$ cat config.mk
export PLATFORM = sky130hd
export DESIGN_NAME = gift_masked_sbox_sched
export DESIGN_NICKNAME = d
export VERILOG_FILES = /design/src/rtl/gift_mask_pkg.sv /design/src/rtl/gift_sched_delay.sv /design/src/rtl/gift_masked_sbox_sched.sv
export SDC_FILE = /design/constraint.sdc
export NUM_CORES = 1
export LEC_CHECK = 0
export BUFFER_PORTS_ARGS = -buffer_cell sky130_fd_sc_hd__buf_4
export CORE_UTILIZATION = 50
export DETAILED_ROUTE_END_ITERATION = 8
export GPL_ROUTABILITY_DRIVEN = 1
export PLACE_DENSITY = 0.83
export SLEW_MARGIN = 0
export SYNTH_ARGS = -nofsm -noshare
export SYNTH_HDL_FRONTEND = slang
export SYNTH_SLANG_ARGS = --single-unit
$ cat constraint.sdc
create_clock -name clk -period 2.9 [get_ports clk]
set_input_delay 0.58 -clock clk [delete_from_list [all_inputs] [get_ports clk]]
set_output_delay 0.58 -clock clk [all_outputs]
set_load 0.01 [all_outputs]
$ cat src/rtl/gift_mask_pkg.sv
// Shared definitions for the masked GIFT S-box sequencer.
//   GIFT_NIB64 / GIFT_NIB128 : nibbles per state for GIFT-64 / GIFT-128
//   SBOX_LAT_DEFAULT         : register stages in the external masked S-box
//   state_t                  : sequencer FSM states
package gift_mask_pkg;
   localparam int GIFT_NIB64       = 16;
   localparam int GIFT_NIB128      = 32;
   localparam int SBOX_LAT_DEFAULT = 2;

   typedef enum logic [1:0] {IDLE, ISSUE, DRAIN, FIN} state_t;
endpackage

$ cat src/rtl/gift_sched_delay.sv
// LAT-deep {valid, idx} delay line that mirrors the S-box pipeline so a
// returning nibble can be routed back to its slot in the output shares.
//   clk, rst_n       : clock, asynchronous active-low reset
//   in_vld, in_idx   : entry pushed every cycle (valid=0 on idle cycles)
//   out_vld, out_idx : entry pushed LAT cycles earlier
module gift_sched_delay #(
   parameter int LAT  = 2,
   parameter int IDXW = 4
) (
   input  logic            clk,
   input  logic            rst_n,
   input  logic            in_vld,
   input  logic [IDXW-1:0] in_idx,
   output logic            out_vld,
   output logic [IDXW-1:0] out_idx
);

   logic [LAT-1:0]           vld_pipe;
   logic [LAT-1:0][IDXW-1:0] idx_pipe;

   // Shifts unconditionally: the S-box has no enable, so neither does this.
   always_ff @(posedge clk or negedge rst_n) begin
      if (!rst_n) begin
         vld_pipe <= '0;
         idx_pipe <= '0;
      end else begin
         vld_pipe[0] <= in_vld;
         idx_pipe[0] <= in_idx;
         for (int i = 1; i < LAT; i++) begin
            vld_pipe[i] <= vld_pipe[i-1];
            idx_pipe[i] <= idx_pipe[i-1];
         end
      end
   end

   assign out_vld = vld_pipe[LAT-1];
   assign out_idx = idx_pipe[LAT-1];

endmodule

$ cat src/rtl/gift_masked_sbox_sched.sv
// Streams a 3-share GIFT state nibble by nibble through one external,
// pipelined, second-order masked S-box and reassembles the output shares.
//   clk, rst_n        : clock, asynchronous active-low reset
//   start             : one-cycle request, honoured only in IDLE
//   x1..x3            : input shares (nibble i at [4i+3:4i])
//   busy, done        : operation in progress / one-cycle completion pulse
//   y1..y3            : output shares, stable until the next accepted start
//   sb_x1..sb_x3      : nibble shares to the S-box (zero when not issuing)
//   sb_y1..sb_y3      : S-box result shares, SBOX_LAT cycles after issue
//   rnd_req           : nibbles remain to be issued
//   rnd_valid/rnd_ack : fresh randomness present / consumed (== issue)
module gift_masked_sbox_sched
   import gift_mask_pkg::*;
#(
   parameter int NIBBLES  = GIFT_NIB64,
   parameter int SBOX_LAT = SBOX_LAT_DEFAULT,
   parameter int IDXW     = $clog2(NIBBLES)
) (
   input  logic                 clk,
   input  logic                 rst_n,
   input  logic                 start,
   input  logic [4*NIBBLES-1:0] x1,
   input  logic [4*NIBBLES-1:0] x2,
   input  logic [4*NIBBLES-1:0] x3,
   output logic                 busy,
   output logic                 done,
   output logic [4*NIBBLES-1:0] y1,
   output logic [4*NIBBLES-1:0] y2,
   output logic [4*NIBBLES-1:0] y3,
   output logic [3:0]           sb_x1,
   output logic [3:0]           sb_x2,
   output logic [3:0]           sb_x3,
   input  logic [3:0]           sb_y1,
   input  logic [3:0]           sb_y2,
   input  logic [3:0]           sb_y3,
   output logic                 rnd_req,
   input  logic                 rnd_valid,
   output logic                 rnd_ack
);

   localparam logic [IDXW-1:0] LAST_IDX = IDXW'(NIBBLES - 1);
   localparam logic [IDXW:0]   LAST_CNT = (IDXW + 1)'(NIBBLES - 1);

   state_t                 state;
   logic [4*NIBBLES-1:0]   s1, s2, s3;
   logic [IDXW-1:0]        issue_idx;
   logic [IDXW:0]          rcv_cnt;
   logic                   rst_seen;   // blocks a start in the reset-release cycle
   logic                   issue, cap, last_cap;
   logic                   tail_vld;
   logic [IDXW-1:0]        tail_idx;

   assign issue   = (state == ISSUE) && rnd_valid;
   assign rnd_ack = issue;
   assign rnd_req = (state == ISSUE);

   // Idle cycles drive zero so stale share nibbles never toggle the S-box.
   assign sb_x1 = issue ? 4'(s1 >> {issue_idx, 2'b00}) : 4'h0;
   assign sb_x2 = issue ? 4'(s2 >> {issue_idx, 2'b00}) : 4'h0;
   assign sb_x3 = issue ? 4'(s3 >> {issue_idx, 2'b00}) : 4'h0;

   gift_sched_delay #(.LAT(SBOX_LAT), .IDXW(IDXW)) u_dly (
      .clk     (clk),
      .rst_n   (rst_n),
      .in_vld  (issue),
      .in_idx  (issue_idx),
      .out_vld (tail_vld),
      .out_idx (tail_idx)
   );

   assign cap      = tail_vld && (state == ISSUE || state == DRAIN);
   // Leaving DRAIN on the final capture lets done land in the next cycle.
   assign last_cap = cap && (rcv_cnt == LAST_CNT);

   always_ff @(posedge clk or negedge rst_n) begin
      if (!rst_n) begin
         state     <= IDLE;
         rst_seen  <= 1'b0;
         busy      <= 1'b0;
         done      <= 1'b0;
         issue_idx <= '0;
         rcv_cnt   <= '0;
         s1        <= '0;
         s2        <= '0;
         s3        <= '0;
         y1        <= '0;
         y2        <= '0;
         y3        <= '0;
      end else begin
         rst_seen <= 1'b1;
         done     <= 1'b0;
         if (cap) begin
            y1[{tail_idx, 2'b00} +: 4] <= sb_y1;
            y2[{tail_idx, 2'b00} +: 4] <= sb_y2;
            y3[{tail_idx, 2'b00} +: 4] <= sb_y3;
            rcv_cnt <= rcv_cnt + 1'b1;
         end
         case (state)
            IDLE: if (start && rst_seen) begin
               s1        <= x1;
               s2        <= x2;
               s3        <= x3;
               issue_idx <= '0;
               rcv_cnt   <= '0;
               busy      <= 1'b1;
               state     <= ISSUE;
            end
            ISSUE: if (issue) begin
               if (issue_idx == LAST_IDX) state <= DRAIN;
               else                      issue_idx <= issue_idx + 1'b1;
            end
            DRAIN: if (last_cap) begin
               busy  <= 1'b0;
               done  <= 1'b1;
               state <= FIN;
            end
            FIN: state <= IDLE;
            default: state <= IDLE;
         endcase
      end
   end

endmodule

# Word level (Yosys, flattened, before mapping)
# Index checks and enable logic that the tools add are counted.
op_classes:
  add_sub_neg: 3
  eq_ne: 10
  n_shift: 7
  muxes: 23
  n_reduce_logical: 12
op_table:
  columns: ["op", "n"]
  rows:
  - ["64-bit bitwise mux", 3]
  - ["4-bit by 8-bit indexed part select with 64-bit output", 3]
  - ["64-bit by 6-bit right shift with 4-bit output", 3]
  - ["4-bit by 8-bit variable shift with 64-bit output, first input constant", 1]
  - ["4-bit 2-to-1 mux", 6]
  - ["5-bit 2-to-1 mux", 3]
  - ["2-bit 2-to-1 mux", 4]
  - ["6-bit negation with 8-bit output", 1]
  - ["2-bit one-hot mux with 4 select lines", 1]
  - ["4-bit one-hot mux with 2 select lines", 1]
  - ["4-bit AND reduction", 2]
  - ["2-bit inequality test, second input constant", 3]
  - ["5-bit by 1-bit adder with 5-bit output, second input constant", 1]
  - ["5-bit by 4-bit equality test with 1-bit output, second input constant", 1]
  - ["4-bit by 1-bit adder with 4-bit output, second input constant", 1]
  - ["2-bit equality test, second input constant", 2]
  - ["4-bit equality test, second input constant", 1]
  - ["1-bit logical AND", 4]
  - ["1-bit 2-to-1 mux", 4]
  - ["2-bit by 1-bit inequality test with 1-bit output, second input constant", 2]
  - ["2-bit nonzero test", 2]
  - ["3-bit AND reduction", 1]
  - ["2-bit by 1-bit equality test with 1-bit output, second input constant", 1]
  - ["2-bit zero test", 1]
  - ["other kinds (3)", 3]
totals:
  register_bits: 408
  output_inout_bits: 208
  elab_cells: 70

# Depth between registers and ports, before layout
# Gate-level depths: netlist of the first run.
logic_depth:
  ltp_word: 6
  ltp_mapped: 9

# Hierarchy
# A second synthesis of the first run with hierarchy kept.
unflattened:
  cells_unflattened: 1599
  area_unflattened_um2: 17434.2
modules_own_cells:
  columns: ["module", "instances", "cells_per_inst", "area_each_um2"]
  rows:
  - ["gift_masked_sbox_sched", 1, 1585, 17154.0]
  - ["gift_sched_delay", 1, 14, 280.3]

# Worst setup path before layout of the first run
# Ideal clock, no wire load.
synth_path:
  path_type: "register -> output"
  startpoint: "reg state[1]"
  endpoint: "out sb_x1[2]"
  arrival_ns: 1.961
  required_time_ns: 2.320
  setup_slack_ns: 0.359
  stages_incl_launch_ff: 10
  path_buffers: 3
  path_cell_list: "dfrtp_1 > inv_1 > ha_1 > clkbuf_1 > and2_1 > and2_1 > buf_2 > buf_2 > o2111ai_1 > a21oi_1"
synth_via:
  elab_chain_cells: 3
synth_lines:
  columns: ["element", "line_no", "text"]
  rows:
  - ["from (decl)", "gift_masked_sbox_sched.sv:44", "state_t state;"]
  - ["from (signal assigned)", "gift_masked_sbox_sched.sv:77", "state <= IDLE;"]
  - ["from (signal assigned)", "gift_masked_sbox_sched.sv:106", "state <= ISSUE;"]
  - ["from (signal assigned)", "gift_masked_sbox_sched.sv:109", "if (issue_idx == LAST_IDX) state <= DRAIN;"]
  - ["2-bit by 1-bit equality test with 1-bit output", null, null]
  - ["net rnd_req", "gift_masked_sbox_sched.sv:36", "output logic rnd_req,"]
  - ["1-bit logical AND", "gift_masked_sbox_sched.sv:53", "assign issue = (state == ISSUE) && rnd_valid;"]
  - ["net rnd_ack", "gift_masked_sbox_sched.sv:38", "output logic rnd_ack"]
  - ["4-bit 2-to-1 mux", "gift_masked_sbox_sched.sv:58", "assign sb_x1 = issue ? 4'(s1 >> {issue_idx, 2'b00}) : 4'h0;"]
  - ["to (decl)", "gift_masked_sbox_sched.sv:30", "output logic [3:0] sb_x1,"]
# The timed path passes the listed nets, and every way through them passes these cells.

# Worst setup path after layout of the first run
layout_path:
  startpoint: "reg issue_idx[0]"
  endpoint: "out sb_x1[2]"
layout_via:
  elab_chain_cells: 2
layout_lines:
  columns: ["element", "line_no", "text"]
  rows:
  - ["from (decl)", "gift_masked_sbox_sched.sv:46", "logic [IDXW-1:0] issue_idx;"]
  - ["from (signal assigned)", "gift_masked_sbox_sched.sv:110", "else issue_idx <= issue_idx + 1'b1;"]
  - ["64-bit by 6-bit right shift with 4-bit output", "gift_masked_sbox_sched.sv:58", null]
  - ["4-bit 2-to-1 mux", "gift_masked_sbox_sched.sv:58", null]
# Every way passes these cells.

==> results of run 1 <==
==> cell usage in the layout (no fill, tap or decap), types with 4 or more instances in the layout <==
master	count
buf_4	455
dfrtp_1	407
mux2_2	352
nand2_1	60
mux2i_1	48
clkbuf_16	48
mux4_2	24
and3_1	23
nor2_1	18
o21ai_1	18
o21ai_0	15
a22oi_1	13
buf_12	12
clkinv_2	11
inv_1	10
mux2_1	10
clkbuf_8	9
o21ai_2	8
nand3_1	8
ha_1	8
and2_1	7
o31ai_2	7
clkbuf_1	7
a21oi_1	6
a311oi_2	5
nand4_1	4
o2111ai_1	4
nor2b_1	4
a221oi_2	4
nand3_2	4
buf_6	4
==> layer usage <==
layer  up-vias  global-route usage (%)
met1      6172                    33.6
met5         -                       0
met2       518                    44.8
met4         0                    8.10
met3        79                    6.60
li1       5252                       -
==> cells by family (layout without fill, tap and decap cells) <==
group / after synthesis / after routing / share of synthesized area [%]
mux: 435 / 435 / 29.2
simple gates: 147 / 148 / 4.29
xor+xnor: 6 / 6 / 0.301
flops: 408 / 408 / 58.4
fa+ha+maj: 9 / 9 / 0.645
buf+inv: 96 / 565 / 2.73
other cells: 1 / 2 / 0.0215
compound gates: 103 / 103 / 4.33
==> through the flow <==
step	power, mW	worst slack (ns)	cell area [um2]	hold WS (ns)
floorplan	13.2	0.359	17500	0.284
global placement	15.9	0.234	21200	0.354
detailed placement	16.2	0.249	21200	0.335
CTS	21.9	0.00405	22800	0.263
global route	23.3	-0.0872	23000	0.263
finish	22.2	-0.00532	23000	0.282
==> flip-flops by register name, indices dropped and copies added, names as in the netlist, 5 cells and up <==
| name | count |
|---|---|
| rcv_cnt | 5 |
| y3 | 64 |
| y1 | 64 |
| s3 | 64 |
| y2 | 64 |
| s1 | 64 |
| s2 | 64 |
==> power breakdown <==
group / leakage, nW / internal [mW] / switching (mW)
combinational: 5.04 / 4.21 / 3.40
clock: 0.703 / 3.23 / 2.17
sequential: 4.97 / 7.84 / 1.32
total: 10.7 / 15.3 / 6.89
==> critical path, stage by stage, from the launching register on <==
cell and delay [ns]:
dfrtp_4 0.52, buf_12 0.17, clkbuf_16 0.16, buf_12 0.13
mux2i_2 0.18, nand2_1 0.13, a311oi_2 0.29, a21oi_2 0.06
buf_4 0.15
==> worst paths after layout <==
path / start / endpoint / slack (ns)
setup / recovery: issue_idx[0]$_DFFE_PN0P_ / sb_x1[2] / -0.005
hold / removal: x2[60] / s2[60]$_DFFE_PN0P_ / 0.28
setup reg to reg: state[0]$_DFFE_PN0P_ / y3[18]$_DFFE_PN0P_ / 0.41
hold reg to reg: u_dly.vld_pipe[0]$_DFF_PN0_ / u_dly.vld_pipe[1]$_DFF_PN0_ / 0.35
max in group asynchronous: rst_n / s1[20]$_DFFE_PN0P_ / 1.48
min in group asynchronous: rst_n / y3[39]$_DFFE_PN0P_ / 0.59
==> final cells by class <==
class	count	area, um2
multi-input cells	702	6940
well taps	455	569
clock inverters	14	124
diodes	1	2.50
repair buffers	480	3890
fillers	2393	11400
clock buffers	61	1280
inverters	10	37.5
flip-flops and latches	408	10200
==> repair_timing <==
| action | in CTS | in global routing |
|---|---|---|
| pin swaps | 1 | 14 |
| gates resized for setup | 19 | 39 |
| hold buffers | 1 | 0 |
| buffers inserted | 8 | 6 |
| endpoints found under the hold margin | 3 | 0 |
| setup endpoints to repair | 12 | 12 |
| gates cloned | 1 | 3 |
==> qor.yml, run 1 <==
finalCritPeriodShare_pct: 100
crit_path_end_kind: "output pin"
fp-row-count: 68
ys.flop_type: "dfrtp_1"
fin_ws_ns: -0.00532
root_buffer: "clkbuf_16"
hold_violations: 0
gp_congestion: 0.830
syn_area_um2: 17500
cts_tree: "yes"
port_buffers: 415
synth-async-reset-ratio_pct: 100
synth_area_leaders: "dfrtp_1 (58%), mux2_2 (23%), mux4_2 (3.1%), mux2i_1 (2.8%), buf_2 (1.3%)"
hpwl_um: 33600
ys_seq_area_share_pct: 58.4
start_kind: "register"
violations: "setup timing"
grt_usage_pct: 26.5
wl_met1_um: 18700
worstPathRequired_ns: 2.32
antenna_found_initial: 1
drive_gt1_share_pct: 58.3
dieArea_um2: 35700
hold_depth: 2
syn-instance-count: 1205
fmaxAchievable_mhz: 344
finalWirelength_um: 47700
status: "finished with violations"
cts-buffers-inserted: 42
htree_levels: 2
hp-class: "in -> reg"
dr_wl_met2_um: 24100
grt_pass1_wl_um: 72900
first_iter_violations: 619
synth.most_common_cell: "dfrtp_1"
start_util_pct: 50.7
drt-pass1-iter-count: 5
place_inst: 2036
grt_max_degree: 86
critPathMaxFanout: 7
die_h_um: 189
worstSkewPairLatency_ns: 0.52
die_x_um: 189
setup_viol: 1
period_needed_ns: 2.91
maxSlewHeadroom_pct: 30.9
avgSynthCellArea_um2: 14.5
maxCapViolations: 0
pin_count: 416
wl_per_cell_um: 22.4
worstRegToRegCells: 7
synth_cell_types: 52
path_class: "reg -> out"
critical_path_arrival_ns: 2.33
clkSlewWorstSetupHoldPaths_ns: 0.06
maxSlewViolCount: 0
vias_per_cell: 5.64
yosysTopAreaCellShare_pct: 58.4
yosys.area.top_type: "dfrtp_1"
fin_util_pct: 66.9
dr.max_layer_used: "met4"
clock-sinks: 408
ant_nets: 0
ir_drop_mv: 0.645
synthesis.nets: 1422
worst-slew-pin-transition_ns: 1.04
synth-seq-cells: 408
grt_pass1_vias: 12562
grt.overflow.total: 0
p_leak_nw: 10.7
met3_length_um: 3760
tns_ns: -0.00532
clock_path_buffers: 3
syn_to_final_growth_pct: 31.9
yosys_warnings: 0
grt_setup_unrepaired: "true"
p_per_area_nw_per_um2: 962
finalClockSkew_ns: 0.0132
vias: 12021
core_um2: 34500
synth_enable_flop_cells: 0
ys_top_cells_by_count: "dfrtp_1 (408), mux2_2 (352), nand2_1 (60), mux2i_1 (49), buf_2 (45)"
fin_nets: 1861
instances_no_fill: 2131
drc: 0
Power figures use the tool's default switching activity.
==> run 2, diff against run 1 <==
--- a/config.mk
+++ b/config.mk
@@ -6,10 +6,11 @@
 export NUM_CORES = 1
 export LEC_CHECK = 0
 export BUFFER_PORTS_ARGS = -buffer_cell sky130_fd_sc_hd__buf_4
+export CORE_MARGIN = 4
 export CORE_UTILIZATION = 50
 export DETAILED_ROUTE_END_ITERATION = 8
 export GPL_ROUTABILITY_DRIVEN = 1
-export PLACE_DENSITY = 0.83
+export PLACE_DENSITY = 0.82
 export SLEW_MARGIN = 0
 export SYNTH_ARGS = -nofsm -noshare
 export SYNTH_HDL_FRONTEND = slang
==> qor.yml, run 2 (synthesized netlist as in run 1, its figures left out) <==
die_x_um: 195  # +3.2%
crit_path_end_kind: "output pin"
finalCritPeriodShare_pct: 99.3  # -0.92 points
grt_pass1_wl_um: 74600  # +2.3%
critPathMaxFanout: 8  # +1
first_iter_violations: 556  # -10%
p_per_area_nw_per_um2: 959  # -0.32%
path_class: "reg -> out"
setup_viol: 0  # -1
cts-buffers-inserted: 42  # unchanged
dr.max_layer_used: "met4"
maxCapViolations: 0  # unchanged
stdcell_area_um2: 22900  # -0.71%
htree_levels: 2  # unchanged
fin_nets: 1858  # -0.16%
worstPathRequired_ns: 2.32  # about the same
place_inst: 2036  # unchanged
grt.overflow.total: 0  # unchanged
hold_violations: 0  # unchanged
postCtsHoldBufs: 0  # -1
port_buffers: 415  # unchanged
period_needed_ns: 2.88  # -0.0266 ns
final_common_cell: "buf_4"
fp-row-count: 68  # unchanged
cpMaxStageDelayCell: "mux4_2"
cts_tree: "yes"
wl_met1_um: 18800  # +0.38%
dr_wl_met2_um: 24200  # +0.50%
start_kind: "register"
maxSlewViolCount: 0  # unchanged
core_um2: 34500  # +0.25%
grt_usage_pct: 24.8  # -1.7 points
syn_to_final_growth_pct: 31.0
hp-class: "in -> async"
dieArea_um2: 38000  # +6.5%
antenna_found_initial: 0  # -1
fin_ws_ns: 0.0213  # +0.0266 ns
ant_nets: 0  # unchanged
die_h_um: 195  # +3.2%
finalClockSkew_ns: 0.0108  # -0.00233 ns
worstSkewPairLatency_ns: 0.52  # about the same
post_dp_cell_area_um2: 21200  # about the same
critical_path_arrival_ns: 2.30  # -0.03 ns
drt-pass1-iter-count: 5  # unchanged
vias_per_cell: 5.58  # -1.0%
finalWirelength_um: 48500  # +1.8%
met3_length_um: 4170  # +11%
max_stage_delay_ns: 0.50  # -0.02 ns
root_buffer: "clkbuf_16"
instances_no_fill: 2128  # -0.14%
maxSlewHeadroom_pct: 25.1  # -5.9 points
grt_setup_unrepaired: "true"
p_leak_nw: 10.7  # -0.56%
critPathBufInv: 3  # -1
start_util_pct: 50.6  # -0.12 points
grt_pass1_vias: 12729  # +1.3%
crit_family: "multiplexers"
gp_congestion: 0.826  # -0.57%
fmaxAchievable_mhz: 347  # +0.93%
layout_common_cells: "buf_4 (459), dfrtp_1 (406), mux2_2 (352), nand2_1 (60), mux2i_1 (48)"
fill_cells: 2487  # +3.9%
wl_per_cell_um: 22.8  # +1.9%
clock-sinks: 408  # unchanged
drc: 0  # unchanged
worst-slew-pin-transition_ns: 1.12  # +0.0843 ns
drive_gt1_share_pct: 57.5  # -0.83 points
pre_cts_ws_ns: 0.357  # +0.108 ns
path_cells: "buf_4 > buf_12 > mux4_2 > o21ai_1 > o21ai_0 > buf_4"
status: "completed"
pin_count: 416  # unchanged
clkSlewWorstSetupHoldPaths_ns: 0.06  # about the same
num_antenna_cells: 0  # -1
cp_common_cell: "buf_4"
vias: 11884  # -1.1%
ir_drop_mv: 0.682  # +5.8%
clock_path_buffers: 3  # unchanged
grt_max_degree: 79  # -8.1%
hpwl_um: 35600  # +5.9%
run 2: metal layers:
metal / vias to the layer above / global-route usage (%)
li1: 5239 / -
met1: 6084 / 30.8
met2: 481 / 42.3
met3: 80 / 7.42
met4: 0 / 7.24
met5: - / 0
run 2: final cells by class:
cell class | count | area [um2] | area share, %
inverters | 10 | 37.5 | 0.164
flip-flops and latches | 408 | 10200 | 44.6
repair buffers | 478 | 3800 | 16.6
multi-input cells | 701 | 6870 | 30.0
well taps | 455 | 569 | 2.49
clock inverters | 9 | 73.8 | 0.323
clock buffers | 67 | 1320 | 5.76
run 2: path summary, 6_finish.rpt:
kind	start	endpoint	slack, ns	cells after the start
worst max-delay path	issue_idx[0]$_DFFE_PN0P_	sb_x3[3]	0.02	6
worst min-delay path	rst_n	y3[46]$_DFFE_PN0P_	0.05	1
worst max register to register	state[0]$_DFFE_PN0P_	y3[62]$_DFFE_PN0P_	0.31	5
worst min register to register	u_dly.vld_pipe[0]$_DFF_PN0_	u_dly.vld_pipe[1]$_DFF_PN0_	0.35	0
max in group asynchronous	rst_n	s2[50]$_DFFE_PN0P_	1.92	2
min in group clk	x2[45]	s2[45]$_DFFE_PN0P_	0.28	2
run 2: worst reg2reg max path: cells and delay by family (launching register included):
kind / cells / cell delay, ns
buffers and inverters: 1 / 0.10
flip-flops: 1 / 0.40
AND/OR/NAND/NOR: 2 / 1.11
adder cells (fa/ha/maj): 1 / 0.33
multiplexers: 1 / 0.53
run 2: power breakdown:
part	switching, mW	leakage [nW]	total [mW]	internal, mW
combinational	3.27	4.99	7.39	4.13
clock	2.17	0.692	5.37	3.20
sequential	1.34	4.97	9.17	7.84
total	6.77	10.7	21.9	15.2
run 2: repair_timing:
item	4_1_cts	5_1_grt
gates resized for setup	14	20
endpoints found under the setup margin	12	12
setup buffers	9	5
gates cloned	2	0
pin swaps	2	7
run 2: stage by stage:
| step | hold slack [ns] | power, mW | setup TNS [ns] | utilization (%) |
|---|---|---|---|---|
| detailed placement | 0.338 | 16.3 | 0 | 61.4 |
| CTS | 0.0575 | 21.9 | -0.00217 | 66.0 |
| global placement | 0.335 | 15.9 | 0 | 61.4 |
| finish | 0.0493 | 21.9 | 0 | 66.2 |
| floorplan | 0.284 | 13.2 | 0 | - |
| global route | 0.0871 | 23.1 | -0.132 | 66.2 |
